`src/rtl/dedup_pairs.sv`:
```
// Decodes a pair-duplicated stream: each upstream pair (A,B) yields one output A.
// Mismatched pairs and odd element counts raise a sticky error flag when CHECK is set.
module dedup_pairs #(
  parameter int unsigned WIDTH = 32,
  parameter bit          CHECK = 1'b1
) (
  input  logic                    _clock,
  input  logic                    _reset,
  input  logic                    _start,
  input  logic signed [WIDTH-1:0] _in_0,
  input  logic                    _in_valid,
  input  logic                    _in_done,
  output logic                    _in_ready,
  input  logic                    _ready,
  output logic                    _valid,
  output logic                    _done,
  output logic signed [WIDTH-1:0] _0,
  output logic                    _error,
  output logic [31:0]             _count
);

  typedef enum logic [1:0] {StDone, StFirst, StSecond, StEmit} state_e;

  state_e                  state_q, state_d;
  logic signed [WIDTH-1:0] a_q, a_d;
  logic signed [WIDTH-1:0] out_q, out_d;
  logic                    valid_q, valid_d;
  logic                    done_q, done_d;
  logic                    in_ready_q, in_ready_d;
  logic                    error_q, error_d;
  logic                    last_q, last_d;
  logic [31:0]             count_q, count_d;

  logic in_xfer;
  logic out_xfer;

  assign in_xfer  = _in_valid && in_ready_q;
  assign out_xfer = valid_q && _ready;

  always_comb begin
    state_d    = state_q;
    a_d        = a_q;
    out_d      = out_q;
    valid_d    = valid_q;
    done_d     = done_q;
    in_ready_d = in_ready_q;
    error_d    = error_q;
    last_d     = last_q;
    count_d    = count_q;

    if (_start) begin
      state_d    = StFirst;
      valid_d    = 1'b0;
      done_d     = 1'b0;
      in_ready_d = 1'b1;
      error_d    = 1'b0;
      last_d     = 1'b0;
      count_d    = '0;
    end else begin
      unique case (state_q)
        StFirst: begin
          if (in_xfer) begin
            a_d        = _in_0;
            in_ready_d = 1'b1;
            state_d    = StSecond;
          end else if (_in_done) begin
            done_d     = 1'b1;
            in_ready_d = 1'b0;
            state_d    = StDone;
          end
        end
        StSecond: begin
          if (in_xfer) begin
            out_d      = a_q;
            valid_d    = 1'b1;
            in_ready_d = 1'b0;
            last_d     = 1'b0;
            if (CHECK && (_in_0 != a_q)) error_d = 1'b1;
            state_d    = StEmit;
          end else if (_in_done) begin
            // Odd element count: flush the unpaired A as the final output.
            out_d      = a_q;
            valid_d    = 1'b1;
            in_ready_d = 1'b0;
            last_d     = 1'b1;
            if (CHECK) error_d = 1'b1;
            state_d    = StEmit;
          end
        end
        StEmit: begin
          if (out_xfer) begin
            valid_d = 1'b0;
            count_d = count_q + 32'd1;
            if (last_q) begin
              done_d     = 1'b1;
              in_ready_d = 1'b0;
              state_d    = StDone;
            end else begin
              in_ready_d = 1'b1;
              state_d    = StFirst;
            end
          end
        end
        StDone: begin
          done_d     = 1'b1;
          valid_d    = 1'b0;
          in_ready_d = 1'b0;
        end
        default: state_d = StDone;
      endcase
    end
  end

  always_ff @(posedge _clock or posedge _reset) begin
    if (_reset) begin
      state_q    <= StDone;
      a_q        <= '0;
      out_q      <= '0;
      valid_q    <= 1'b0;
      done_q     <= 1'b1;
      in_ready_q <= 1'b0;
      error_q    <= 1'b0;
      last_q     <= 1'b0;
      count_q    <= '0;
    end else begin
      state_q    <= state_d;
      a_q        <= a_d;
      out_q      <= out_d;
      valid_q    <= valid_d;
      done_q     <= done_d;
      in_ready_q <= in_ready_d;
      error_q    <= error_d;
      last_q     <= last_d;
      count_q    <= count_d;
    end
  end

  assign _in_ready = in_ready_q;
  assign _valid    = valid_q;
  assign _done     = done_q;
  assign _0        = out_q;
  assign _error    = error_q;
  assign _count    = count_q;

endmodule
```
`config.mk`:
```
export PLATFORM = sky130hd
export DESIGN_NAME = dedup_pairs
export DESIGN_NICKNAME = d
export VERILOG_FILES = /design/src/rtl/dedup_pairs.sv
export SDC_FILE = /design/constraint.sdc
export NUM_CORES = 1
export LEC_CHECK = 0
export BUFFER_PORTS_ARGS = -buffer_cell sky130_fd_sc_hd__buf_4
export CAP_MARGIN = 20
export CORE_ASPECT_RATIO = 0.75
export CORE_MARGIN = 3
export CORE_UTILIZATION = 30
export DETAILED_ROUTE_END_ITERATION = 6
export PLACE_DENSITY_LB_ADDON = 0.3
export SYNTH_ARGS = -nofsm -noshare
export SYNTH_HDL_FRONTEND = slang
export SYNTH_SLANG_ARGS = --single-unit
```
`constraint.sdc`:
```
create_clock -name _clock -period 8.1 [get_ports _clock]
set_input_delay 2.43 -clock _clock [delete_from_list [all_inputs] [get_ports _clock]]
set_output_delay 2.43 -clock _clock [all_outputs]
set_load 0.05 [all_outputs]
```
==> summary.md <==
| Metric | Value |
|---|---|
| Result of the run | `finished clean` |
| CTS Root Cell | `clkbuf_16` |
| Clock tree from TritonCTS | `built` |
| Most frequent cells after synthesis | `102 x dfrtp_1, 56 x mux2_2, 39 x xor2_1` |
| Number of global-route vias before repair | `3602` |
| Insertion delay to the later sink of the worst-skew pair | `0.35 ns` |
| GR Util All Layers | `0.131` |
| Final-report setup violation count | `0` |
| Count of standard-cell rows | `39` |
| Total length of routed wires | `between 10 and 15 mm` |
| Final total negative setup slack | `0 ns` |
| Peak fanout along the critical path | `43` |
| Count of unique library cells instantiated by Yosys | `42` |
| Final routed DRC violation total | `0` |
| Longest Clk Path Bufs | `2` |
| Number of vias after detailed routing | `3393` |
| Post-synth top flop | `dfrtp_1` |
| First-pass detailed-route iteration total | `4` |
| RD Place Congestion | `0.742` |
| Overall die area | `~0.018 sq mm` |
| Count of input and output buffers | `~110` |
| Count of hold buffers inserted by post-cts repair | `0` |
| Final WS setup | `3.76 ns` |
| Max Freq | `0.231 GHz` |
| Max incr delay on CP | `0.94 ns` |
| Synth area leaders | `dfrtp_1 52%, mux2_2 13%, xor2_1 7.0%, xnor2_1 3.6%, nor2_1 2.5%` |
| TritonCTS Sinks | `103` |
| Mean post-synth cell area | `12.0 sq um` |
| Count of flip-flops with a built-in enable after synthesis | `0` |
| Number of inserted diodes | `0` |
| Post-layout util | `0.395` |
| Number of slew-limit violations in the final report | `0` |
| Grt ovf | `0` |
| Initial detailed-routing violation count | `183` |
| CP cell instances | `buf_4 -> a31oi_2 -> or4_1 -> nor4_2 -> xnor2_1 -> nor2_1` |
| Share of synthesized registers carrying an async set or reset | `1.00` |
| Cell with the most instances after synthesis | `dfrtp_1` |
| Crit-path leading delay family | `simple AND/OR/NAND/NOR gates` |
| Maximum number of pins on one net before global-route repair | `64` |
| Slew at the pin closest to its max-slew limit | `approximately 0.82 ns` |
| Worst endpoint data arrival time | `4.56 ns` |
| Layout area overhead | `26.4%` |
| Number of synthesized register bits | `103` |
| Critical Path Start Type | `primary input` |
| Post CTS Setup Buffer Count | `0` |
| Global-route wire length before repair | `~19 mm` |
| Library cell occupying the most area in the post-synthesis netlist | `dfrtp_1` |
| Num CTS Buffers | `9` |
| Slowest cell on crit path | `or4_1` |
| Final critical-path required period | `4.34 ns` |
| Number of I/O pins | `106` |
| Final period util | `0.536` |
| Post-CTS Resized | `0` |
| Setup repair after global routing missed its margin | `false` |
| Count of final hold-check violations | `0` |
| Antenna violations before repair | `0` |
| Worst setup skew after layout | `approximately 0.009 ns` |
| Initial core utilization | `0.312` |
| Vertical die dimension | `116 um` |
| Worst vdd ir | `0.000132 V` |
| Instance count after placement with tap cells included | `700` |
| Hold WC Path Type | `reg -> reg` |
| Worst Path Class, Setup | `in -> reg` |
| Endpoint class of the critical path | `register` |
| Number of H-tree levels | `3` |
| Static leakage | `roughly 0.0028 uW` |
| Post-synth design cell area | `between 0.004 and 0.005 sq mm` |
| Fraction of final layout cells with drive strength greater than 1 | `0.391` |
| Power Dens Cells | `326 mW/mm^2` |
| Net count after synthesis | `447` |
| Fin nets | `about 550` |
| Number of maximum-capacitance constraint violations | `0` |
| Relative slew slack | `0.456` |
| Die boundary width | `153 um` |
| Average wire length per cell after detail routing | `15.7 um` |
| Worst hold margin | `0.493 ns` |
| Clock edge transition at the registers on the reported setup and hold paths | `0.08 ns` |
| Portion of synthesized cell area occupied by the leading cell type | `0.525` |
| Count of mapped cells out of synthesis | `~400` |
| Required time at the worst-slack endpoint | `8.32 ns` |
| Count of buffer and inverter cells on the critical path | `1` |
| Number of warnings issued by yosys | `0` |
| Fraction of the yosys area taken by sequential cells | `0.530` |
| Post-detailed-route count of antenna-violating nets | `0` |
| Post-DR vias/cell | `4.74` |
| Placed wire-length estimate | `8.17 mm` |
| Count of non-filler cells in the finished layout | `between 700 and 800` |
| Worst-case setup slack after placement | `3.41 ns` |
| Core box area | `~0.016 sq mm` |
==> where the power goes <==
part           internal, uW  leakage (uW)  switching, uW
clock                   219      0.000145            214
sequential              679       0.00133            116
combinational           312       0.00129            466
==> logic make-up (layout without fill, tap and decap cells) <==
family / Yosys count / in the layout / share of synthesized area
AND/OR/NAND/NOR: 117 / 117 / 0.138
flip-flops: 103 / 103 / 0.530
multiplexers: 66 / 66 / 0.152
XOR/XNOR: 59 / 59 / 0.106
buffers and inverters: 29 / 136 / 0.0280
AO/OA/AOI/OAI: 25 / 25 / 0.0324
adder cells (fa/ha/maj): 5 / 5 / 0.0129
==> per-stage QoR <==
step / cell area, sq um / power (uW)
finish: 6150 / 2010
global route: 6150 / 2120
CTS: 6150 / 2040
detailed placement: 5850 / 1600
global placement: 5850 / 1570
floorplan: 4860 / 1360
==> path summary, 6_finish.rpt <==
path	start	endpoint	slack (ns)	cells past startpoint
setup reg to reg	state_q[1]	_count[30]	5.43	6
hold reg to reg	_0[2]	_0[2]	0.49	1
hold / removal	_0[2]	_0[2]	0.49	1
setup / recovery	_start	_count[30]	3.76	6
min in group asynchronous	_reset	_0[2]	2.11	2
max in group asynchronous	_reset	state_q[1]	4.77	3
==> flip-flops by register name, summed over array words and instances (netlist names) <==
| name | cells |
|---|---|
| state_q | 2 |
| _0 | 32 |
| _count | 32 |
| _error | 1 |
| a_q | 32 |
| _in_ready | 1 |
| _done | 1 |
| last_q | 1 |
| _valid | 1 |
==> final cells by class <==
| class | count | area, sq um |
|---|---|---|
| Multi-Input combinational cell | 272 | 2150 |
| Inverter | 12 | 47.5 |
| Sequential cell | 103 | 2580 |
| Tap cell | 205 | 256 |
| Timing Repair Buffer | 108 | 811 |
| Fill cell | 1497 | 9420 |
| Clock inverter | 7 | 75.1 |
| Clock buffer | 9 | 225 |
==> layer usage <==
layer	GRT usage	part of all wire	wire, um
met3	0.0389	0.047	528
met4	0.0421	0.013	149
met2	0.216	0.47	5230
met1	0.168	0.47	5310
met5	0	0	0
==> cells in the final DEF, fill, tap and decap left out, types with 2 or more instances in the layout <==
cell type	n
ha_1	5
nand2_1	17
nor2_1	33
a21oi_1	8
xnor2_1	20
or2_2	2
clkbuf_16	9
nor4_2	5
and4_1	5
nor3_2	8
nor3_1	5
a211oi_1	2
o21ai_0	5
or3_1	2
or4_1	2
mux2_1	8
nand4_1	9
inv_1	11
xor2_1	39
mux2_2	56
nand3_1	15
o21ai_1	2
dfrtp_1	102
inv_8	3
buf_4	108
nor4_1	8
mux2i_1	2
Note: power is estimated with default switching activity, not from simulation.
